## src/rtl/ex_stage_pkg.sv

```systemverilog
// Shared types and constants for the execute stage.
package ex_stage_pkg;

  typedef enum logic [3:0] {
    ALU_ADD,
    ALU_SUB,
    ALU_SLL,
    ALU_SLT,
    ALU_SLTU,
    ALU_XOR,
    ALU_SRL,
    ALU_SRA,
    ALU_OR,
    ALU_AND
  } alu_op_t;

  localparam logic [1:0] ALUOP_ADD   = 2'b00;
  localparam logic [1:0] ALUOP_SUB   = 2'b01;
  localparam logic [1:0] ALUOP_RTYPE = 2'b10;
  localparam logic [1:0] ALUOP_ITYPE = 2'b11;

  typedef enum logic [1:0] {
    FWD_IDEX,
    FWD_EXMEM,
    FWD_MEMWB
  } fwd_sel_t;

  localparam logic [2:0] F3_BEQ  = 3'b000;
  localparam logic [2:0] F3_BNE  = 3'b001;
  localparam logic [2:0] F3_BLT  = 3'b100;
  localparam logic [2:0] F3_BGE  = 3'b101;
  localparam logic [2:0] F3_BLTU = 3'b110;
  localparam logic [2:0] F3_BGEU = 3'b111;

  // Contents of the EX/MEM pipeline register.
  typedef struct packed {
    logic [31:0] alu_result;
    logic [31:0] write_data;
    logic [31:0] branch_target;
    logic [4:0]  rd;
    logic        branch_taken;
    logic        mem_read;
    logic        mem_write;
    logic        mem2reg;
    logic        reg_write;
  } exmem_t;

  // EX/MEM wins over MEM/WB; x0 is never forwarded.
  function automatic fwd_sel_t fwd_select(
    input logic [4:0] rs,
    input logic [4:0] rd_exmem,
    input logic       rw_exmem,
    input logic [4:0] rd_memwb,
    input logic       rw_memwb
  );
    if (rw_exmem && (rd_exmem != 5'd0) && (rd_exmem == rs))
      return FWD_EXMEM;
    else if (rw_memwb && (rd_memwb != 5'd0) && (rd_memwb == rs))
      return FWD_MEMWB;
    else
      return FWD_IDEX;
  endfunction

endpackage

```

## src/rtl/ex_stage_alu.sv

```systemverilog
// Combinational 32-bit ALU for the execute stage.
module ex_stage_alu
  import ex_stage_pkg::*;
(
  input  alu_op_t     op,
  input  logic [31:0] a,
  input  logic [31:0] b,
  output logic [31:0] result
);

  // Operation select; shifts use b[4:0], compares yield 0 or 1.
  always_comb begin
    result = '0;
    case (op)
      ALU_ADD:  result = a + b;
      ALU_SUB:  result = a - b;
      ALU_SLL:  result = a << b[4:0];
      ALU_SLT:  result = {31'd0, ($signed(a) < $signed(b))};
      ALU_SLTU: result = {31'd0, (a < b)};
      ALU_XOR:  result = a ^ b;
      ALU_SRL:  result = a >> b[4:0];
      ALU_SRA:  result = $unsigned($signed(a) >>> b[4:0]);
      ALU_OR:   result = a | b;
      ALU_AND:  result = a & b;
      default:  result = '0;
    endcase
  end

endmodule

```

## src/rtl/ex_stage.sv

```systemverilog
// Execute stage: forwarding, ALU decode, branch resolution and EX/MEM register.
module ex_stage
  import ex_stage_pkg::*;
(
  input  logic        clk,
  input  logic        rst,
  input  logic        stall,
  input  logic        flush,
  input  logic [31:0] read_data1_IDEX,
  input  logic [31:0] read_data2_IDEX,
  input  logic [31:0] PC_IDEX,
  input  logic [31:0] imm_IDEX,
  input  logic [31:0] instruc_IDEX,
  input  logic [4:0]  rd_IDEX,
  input  logic        branch_IDEX,
  input  logic        memRead_IDEX,
  input  logic        mem2reg_IDEX,
  input  logic        memWrite_IDEX,
  input  logic        ALUSrc_IDEX,
  input  logic        RegWrite_IDEX,
  input  logic [1:0]  ALUOp_IDEX,
  input  logic [4:0]  rd_MEMWB,
  input  logic        RegWrite_MEMWB,
  input  logic [31:0] write_Data_MEMWB,
  output logic [31:0] alu_result_EXMEM,
  output logic [31:0] write_data_EXMEM,
  output logic [31:0] branch_target_EXMEM,
  output logic [4:0]  rd_EXMEM,
  output logic        branch_taken_EXMEM,
  output logic        memRead_EXMEM,
  output logic        memWrite_EXMEM,
  output logic        mem2reg_EXMEM,
  output logic        RegWrite_EXMEM
);

  logic [4:0]  rs1;
  logic [4:0]  rs2;
  logic [2:0]  funct3;
  logic        funct7_b5;
  logic        unused_instr_bits;

  fwd_sel_t    fwd_a_sel;
  fwd_sel_t    fwd_b_sel;
  logic [31:0] op_a;
  logic [31:0] fwd_b;
  logic [31:0] op_b;
  alu_op_t     alu_op;
  logic [31:0] alu_res;
  logic [31:0] br_target;
  logic        br_cond;
  logic        br_taken;

  exmem_t      exmem_d;
  exmem_t      exmem_q;

  assign rs1       = instruc_IDEX[19:15];
  assign rs2       = instruc_IDEX[24:20];
  assign funct3    = instruc_IDEX[14:12];
  assign funct7_b5 = instruc_IDEX[30];
  assign unused_instr_bits = ^{instruc_IDEX[31], instruc_IDEX[29:25], instruc_IDEX[11:0]};

  assign fwd_a_sel = fwd_select(rs1, exmem_q.rd, exmem_q.reg_write, rd_MEMWB, RegWrite_MEMWB);
  assign fwd_b_sel = fwd_select(rs2, exmem_q.rd, exmem_q.reg_write, rd_MEMWB, RegWrite_MEMWB);

  // Forwarding muxes for both operands; store data always takes forwarded rs2.
  always_comb begin
    op_a = read_data1_IDEX;
    case (fwd_a_sel)
      FWD_EXMEM: op_a = exmem_q.alu_result;
      FWD_MEMWB: op_a = write_Data_MEMWB;
      default:   op_a = read_data1_IDEX;
    endcase
    fwd_b = read_data2_IDEX;
    case (fwd_b_sel)
      FWD_EXMEM: fwd_b = exmem_q.alu_result;
      FWD_MEMWB: fwd_b = write_Data_MEMWB;
      default:   fwd_b = read_data2_IDEX;
    endcase
    op_b = ALUSrc_IDEX ? imm_IDEX : fwd_b;
  end

  // ALU operation decode from ALUOp, funct3 and funct7[5].
  always_comb begin
    alu_op = ALU_ADD;
    case (ALUOp_IDEX)
      ALUOP_ADD: alu_op = ALU_ADD;
      ALUOP_SUB: alu_op = ALU_SUB;
      default: begin
        case (funct3)
          3'b000:  alu_op = ((ALUOp_IDEX == ALUOP_RTYPE) && funct7_b5) ? ALU_SUB : ALU_ADD;
          3'b001:  alu_op = ALU_SLL;
          3'b010:  alu_op = ALU_SLT;
          3'b011:  alu_op = ALU_SLTU;
          3'b100:  alu_op = ALU_XOR;
          3'b101:  alu_op = funct7_b5 ? ALU_SRA : ALU_SRL;
          3'b110:  alu_op = ALU_OR;
          default: alu_op = ALU_AND;
        endcase
      end
    endcase
  end

  ex_stage_alu u_alu (
    .op     (alu_op),
    .a      (op_a),
    .b      (op_b),
    .result (alu_res)
  );

  assign br_target = PC_IDEX + imm_IDEX;

  // Branch condition on the forwarded register operands.
  always_comb begin
    br_cond = 1'b0;
    case (funct3)
      F3_BEQ:  br_cond = (op_a == fwd_b);
      F3_BNE:  br_cond = (op_a != fwd_b);
      F3_BLT:  br_cond = ($signed(op_a) <  $signed(fwd_b));
      F3_BGE:  br_cond = ($signed(op_a) >= $signed(fwd_b));
      F3_BLTU: br_cond = (op_a <  fwd_b);
      F3_BGEU: br_cond = (op_a >= fwd_b);
      default: br_cond = 1'b0;
    endcase
    br_taken = branch_IDEX & br_cond;
  end

  // Next EX/MEM contents: flush beats stall, stall holds, otherwise load.
  always_comb begin
    exmem_d = exmem_q;
    if (flush) begin
      exmem_d = '0;
    end else if (!stall) begin
      exmem_d.alu_result    = alu_res;
      exmem_d.write_data    = fwd_b;
      exmem_d.branch_target = br_target;
      exmem_d.rd            = rd_IDEX;
      exmem_d.branch_taken  = br_taken;
      exmem_d.mem_read      = memRead_IDEX;
      exmem_d.mem_write     = memWrite_IDEX;
      exmem_d.mem2reg       = mem2reg_IDEX;
      exmem_d.reg_write     = RegWrite_IDEX;
    end
  end

  // EX/MEM register with synchronous reset overriding stall and flush.
  always_ff @(posedge clk) begin
    if (rst) exmem_q <= '0;
    else     exmem_q <= exmem_d;
  end

  assign alu_result_EXMEM    = exmem_q.alu_result;
  assign write_data_EXMEM    = exmem_q.write_data;
  assign branch_target_EXMEM = exmem_q.branch_target;
  assign rd_EXMEM            = exmem_q.rd;
  assign branch_taken_EXMEM  = exmem_q.branch_taken;
  assign memRead_EXMEM       = exmem_q.mem_read;
  assign memWrite_EXMEM      = exmem_q.mem_write;
  assign mem2reg_EXMEM       = exmem_q.mem2reg;
  assign RegWrite_EXMEM      = exmem_q.reg_write;

endmodule
```

## config.mk

```make
export PLATFORM = sky130hd
export DESIGN_NAME = ex_stage
export DESIGN_NICKNAME = d
export VERILOG_FILES = /design/src/rtl/ex_stage_pkg.sv /design/src/rtl/ex_stage_alu.sv /design/src/rtl/ex_stage.sv
export SDC_FILE = /design/constraint.sdc
export NUM_CORES = 1
export LEC_CHECK = 0
export ABC_AREA = 1
export BUFFER_PORTS_ARGS = -buffer_cell sky130_fd_sc_hd__buf_2
export CAP_MARGIN = 0
export CORE_MARGIN = 2
export CORE_UTILIZATION = 34
export CTS_CLUSTER_SIZE = 14
export DETAILED_ROUTE_END_ITERATION = 10
export SLEW_MARGIN = 20
export SYNTH_ARGS = -nofsm -noshare
export SYNTH_HDL_FRONTEND = slang
export SYNTH_SLANG_ARGS = --single-unit
export TNS_END_PERCENT = 5
```

## constraint.sdc

```tcl
create_clock -name clk -period 12.1 [get_ports clk]
set_input_delay 3.025 -clock clk [delete_from_list [all_inputs] [get_ports clk]]
set_output_delay 3.025 -clock clk [all_outputs]
set_load 0.1 [all_outputs]
```

==> reports/summary.txt <==
CP endpoint kind: flop
DIE WIDTH: 231.4 µm
Post-synth cell types: 58
Hold-fix buffers, CTS: 0
Initial antenna violation count: 3
Core area: 0.05120 mm²
Post-synth EDFFs: 0
Max Clock Freq: 0.1188 GHz
Crit-path max FO: 17
CP Buf/Inv Count: 3
Number of global-route vias before repair: 20350
DRT met1 WL: 38.44 mm
Antenna Cells: 0
Worst min path class: flop to flop
Die area: 0.05355 mm²
Root buffer cell: clkbuf_16
Die height: 231.4 µm
GR Overflow Total: 0
Htree depth: 3
Max VDD drop: 0.08076 mV
Post-CTS sizing: 0
Power Dens Cells: 89.95 mW/mm²
Area Overhead vs Synth: 12.62%
Mean Syn Cell Area: 5.778 µm²
Metal3 WL: 9.162 mm
Synth Flop Type: dfxtp_1
Tot GR Track Use: 0.3314
CTS Buffer Depth: 2
Yosys warnings: 0
Worst-Margin Slew: 1.119 ns
Static Leak: 10.33 nW
Largest net degree at the start of global routing: 81
Nets: 3626
Hold Fails Final Rpt: 0
Clk_skew: 0.01931 ns
Max Transition Viols Final: 0
Slew margin rel.: 0.2437
Final antenna-violating net count: 0
Post-Syn Area: 0.01758 mm²
Clock network latency to the later pin of the worst-skew pair: 0.39 ns
WL/cell: 23.28 µm
Worst Path Required: 12.39 ns
CTS buffer count: 9
Top sig layer: met5
Post-Synthesis Net Count: 3425
Worst path slowest cell: a2111oi_0
Max-cap violation count: 0
Commonest cells after routing, fill and taps aside: 616 x nand2_1, 451 x nand3_1, 368 x inv_1
Register area share after synthesis: 0.1207
Fin crit share: 0.6958
Arr. time, crit path: 8.71 ns
DRT Pass-1 Iters: 6
Drc violations: 0
RD Place Congestion: 1.077
First-pass GRT wire length: 133.0 mm
Crit-path leading delay family: simple AND/OR/NAND/NOR gates
I/O Buffers: 302
Final Total Pwr: 1.781 mW
Worst-path cell chain: buf_2 -> xnor2_1 -> nand3_1 -> nor3_4 -> nand2_2 -> or2_2 -> nand3_1 -> inv_1 -> fa_1 -> nand3_1 -> nand2_1 -> nand2_1 -> nand2_1 -> a21oi_1 -> o21ai_0 -> nand2_1 -> nand3_1 -> a2111oi_0 -> nand3_1 -> nand2_1 -> inv_1
CTS clock-pin slew for the worst setup and hold paths: 0.08 ns
Rows: 83
Top Ports: 321
Final WL: 91.46 mm
DR WL met2: 38.26 mm
Leading cell type in the layout, fill and taps excluded: nand2_1
Starting Density: 0.3434
Post-synthesis async set-or-reset flop share: 0
Status: finished clean
Initial DRC Count: 2385
DR vias/cell: 5.698
Final setup vio count: 0
RSZ-0062 raised after global routing: false
WS Path Type: input port to flop
Final HPWL DP: 73.10 mm
CTS tree: done
Post-CTS Setup Bufs: 0
Setup TNS: 0 ns
CP startpoint kind: input port
Final min period: 8.420 ns
Layout cells sized above 1: 0.1518
Largest stage delay on the critical path: 0.90 ns
Flops & latches, synth: 106
# clock sinks: 106
Synth Instances: 3043
Vias: 22380
routing by layer:
| metal | global-route usage | up-vias |
|---|---|---|
| met1 | 0.4366 | 10300 |
| met3 | 0.07148 | 214 |
| met5 | 0 | - |
| met2 | 0.5014 | 1262 |
| met4 | 0.1802 | 2 |
| li1 | - | 10600 |
registers in the layout, indices dropped and copies added (netlist names):
name and cells:
memRead_EXMEM 1, branch_target_EXMEM 32, mem2reg_EXMEM 1, rd_EXMEM 5
RegWrite_EXMEM 1, write_data_EXMEM 32, alu_result_EXMEM 32, memWrite_EXMEM 1
branch_taken_EXMEM 1
worst min-delay path: cells and delay by family, from the launching register on:
kind	cells	cell delay [ns]
AO/OA/AOI/OAI	1	0.05
AND/OR/NAND/NOR	1	0.06
flip-flops	1	0.31
metrics by stage:
stage / utilization / hold WS, ns / setup WS, ns / std cells / area, µm²
detailed placement: 0.3813 / 0.4580 / 3.502 / 3913 / 19520
CTS: 0.3868 / 0.4688 / 3.910 / 3928 / 19800
floorplan: - / 0.9080 / 5.393 / 3043 / 17580
finish: 0.3868 / 0.4687 / 3.680 / 3928 / 19800
global route: 0.3868 / 0.4984 / 3.489 / 3928 / 19800
global placement: 0.3813 / 0.4564 / 3.522 / 3913 / 19520
kinds of logic after synthesis:
kind of cell / share of synthesized area
flops: 0.1207
simple gates: 0.3952
compound gates: 0.2136
xor+xnor: 0.02491
fa+ha+maj: 0.1201
buf+inv: 0.1255
synthesized netlist by cell type, types with 11 or more instances:
library cell | number | share of area
nor3_1 | 34 | 0.0097
nand3_1 | 451 | 0.13
xor2_1 | 29 | 0.014
nand3b_1 | 21 | 0.0090
o211ai_1 | 13 | 0.0056
nand2_1 | 617 | 0.13
nand2_2 | 17 | 0.0060
nor2_1 | 256 | 0.055
dfxtp_1 | 106 | 0.12
clkbuf_1 | 86 | 0.018
a21oi_1 | 259 | 0.074
o21ai_0 | 229 | 0.065
xnor2_1 | 21 | 0.010
o211ai_2 | 11 | 0.0078
or2_2 | 55 | 0.020
buf_2 | 38 | 0.011
nand4_1 | 33 | 0.012
a221oi_1 | 31 | 0.015
o21ai_1 | 23 | 0.0065
buf_4 | 18 | 0.0077
inv_1 | 370 | 0.079
nand3_2 | 17 | 0.0097
ha_1 | 164 | 0.12
power breakdown:
group / switching [mW] / leakage [nW] / internal, mW
Combinational: 0.795 / 9.33 / 0.288
Clock: 0.168 / 0.134 / 0.148
Sequential: 0.0165 / 0.867 / 0.366
Total: 0.979 / 10.3 / 0.802
cell type report:
class	instances	area, µm²
flip-flops and latches	106	2122
repair buffers	345	1834
multi-input cells	2400	13280
well taps	680	850.8
inverters	382	1436
clock buffers	11	242.7
clock inverters	4	36.28
fillers	5757	31400
final timing paths:
check / slack (ns) / from / endpoint / cells after the start
setup reg to reg: 6.07 / rd_EXMEM[3]$_SDFFE_PP0N_ / alu_result_EXMEM[10]$_SDFFE_PP0N_ / 23
setup / recovery: 3.68 / rd_MEMWB[0] / alu_result_EXMEM[10]$_SDFFE_PP0N_ / 21
hold reg to reg: 0.47 / mem2reg_EXMEM$_SDFFE_PP0N_ / mem2reg_EXMEM$_SDFFE_PP0N_ / 2
hold / removal: 0.47 / mem2reg_EXMEM$_SDFFE_PP0N_ / mem2reg_EXMEM$_SDFFE_PP0N_ / 2
No activity file was read; power rests on OpenSTA's default activity.
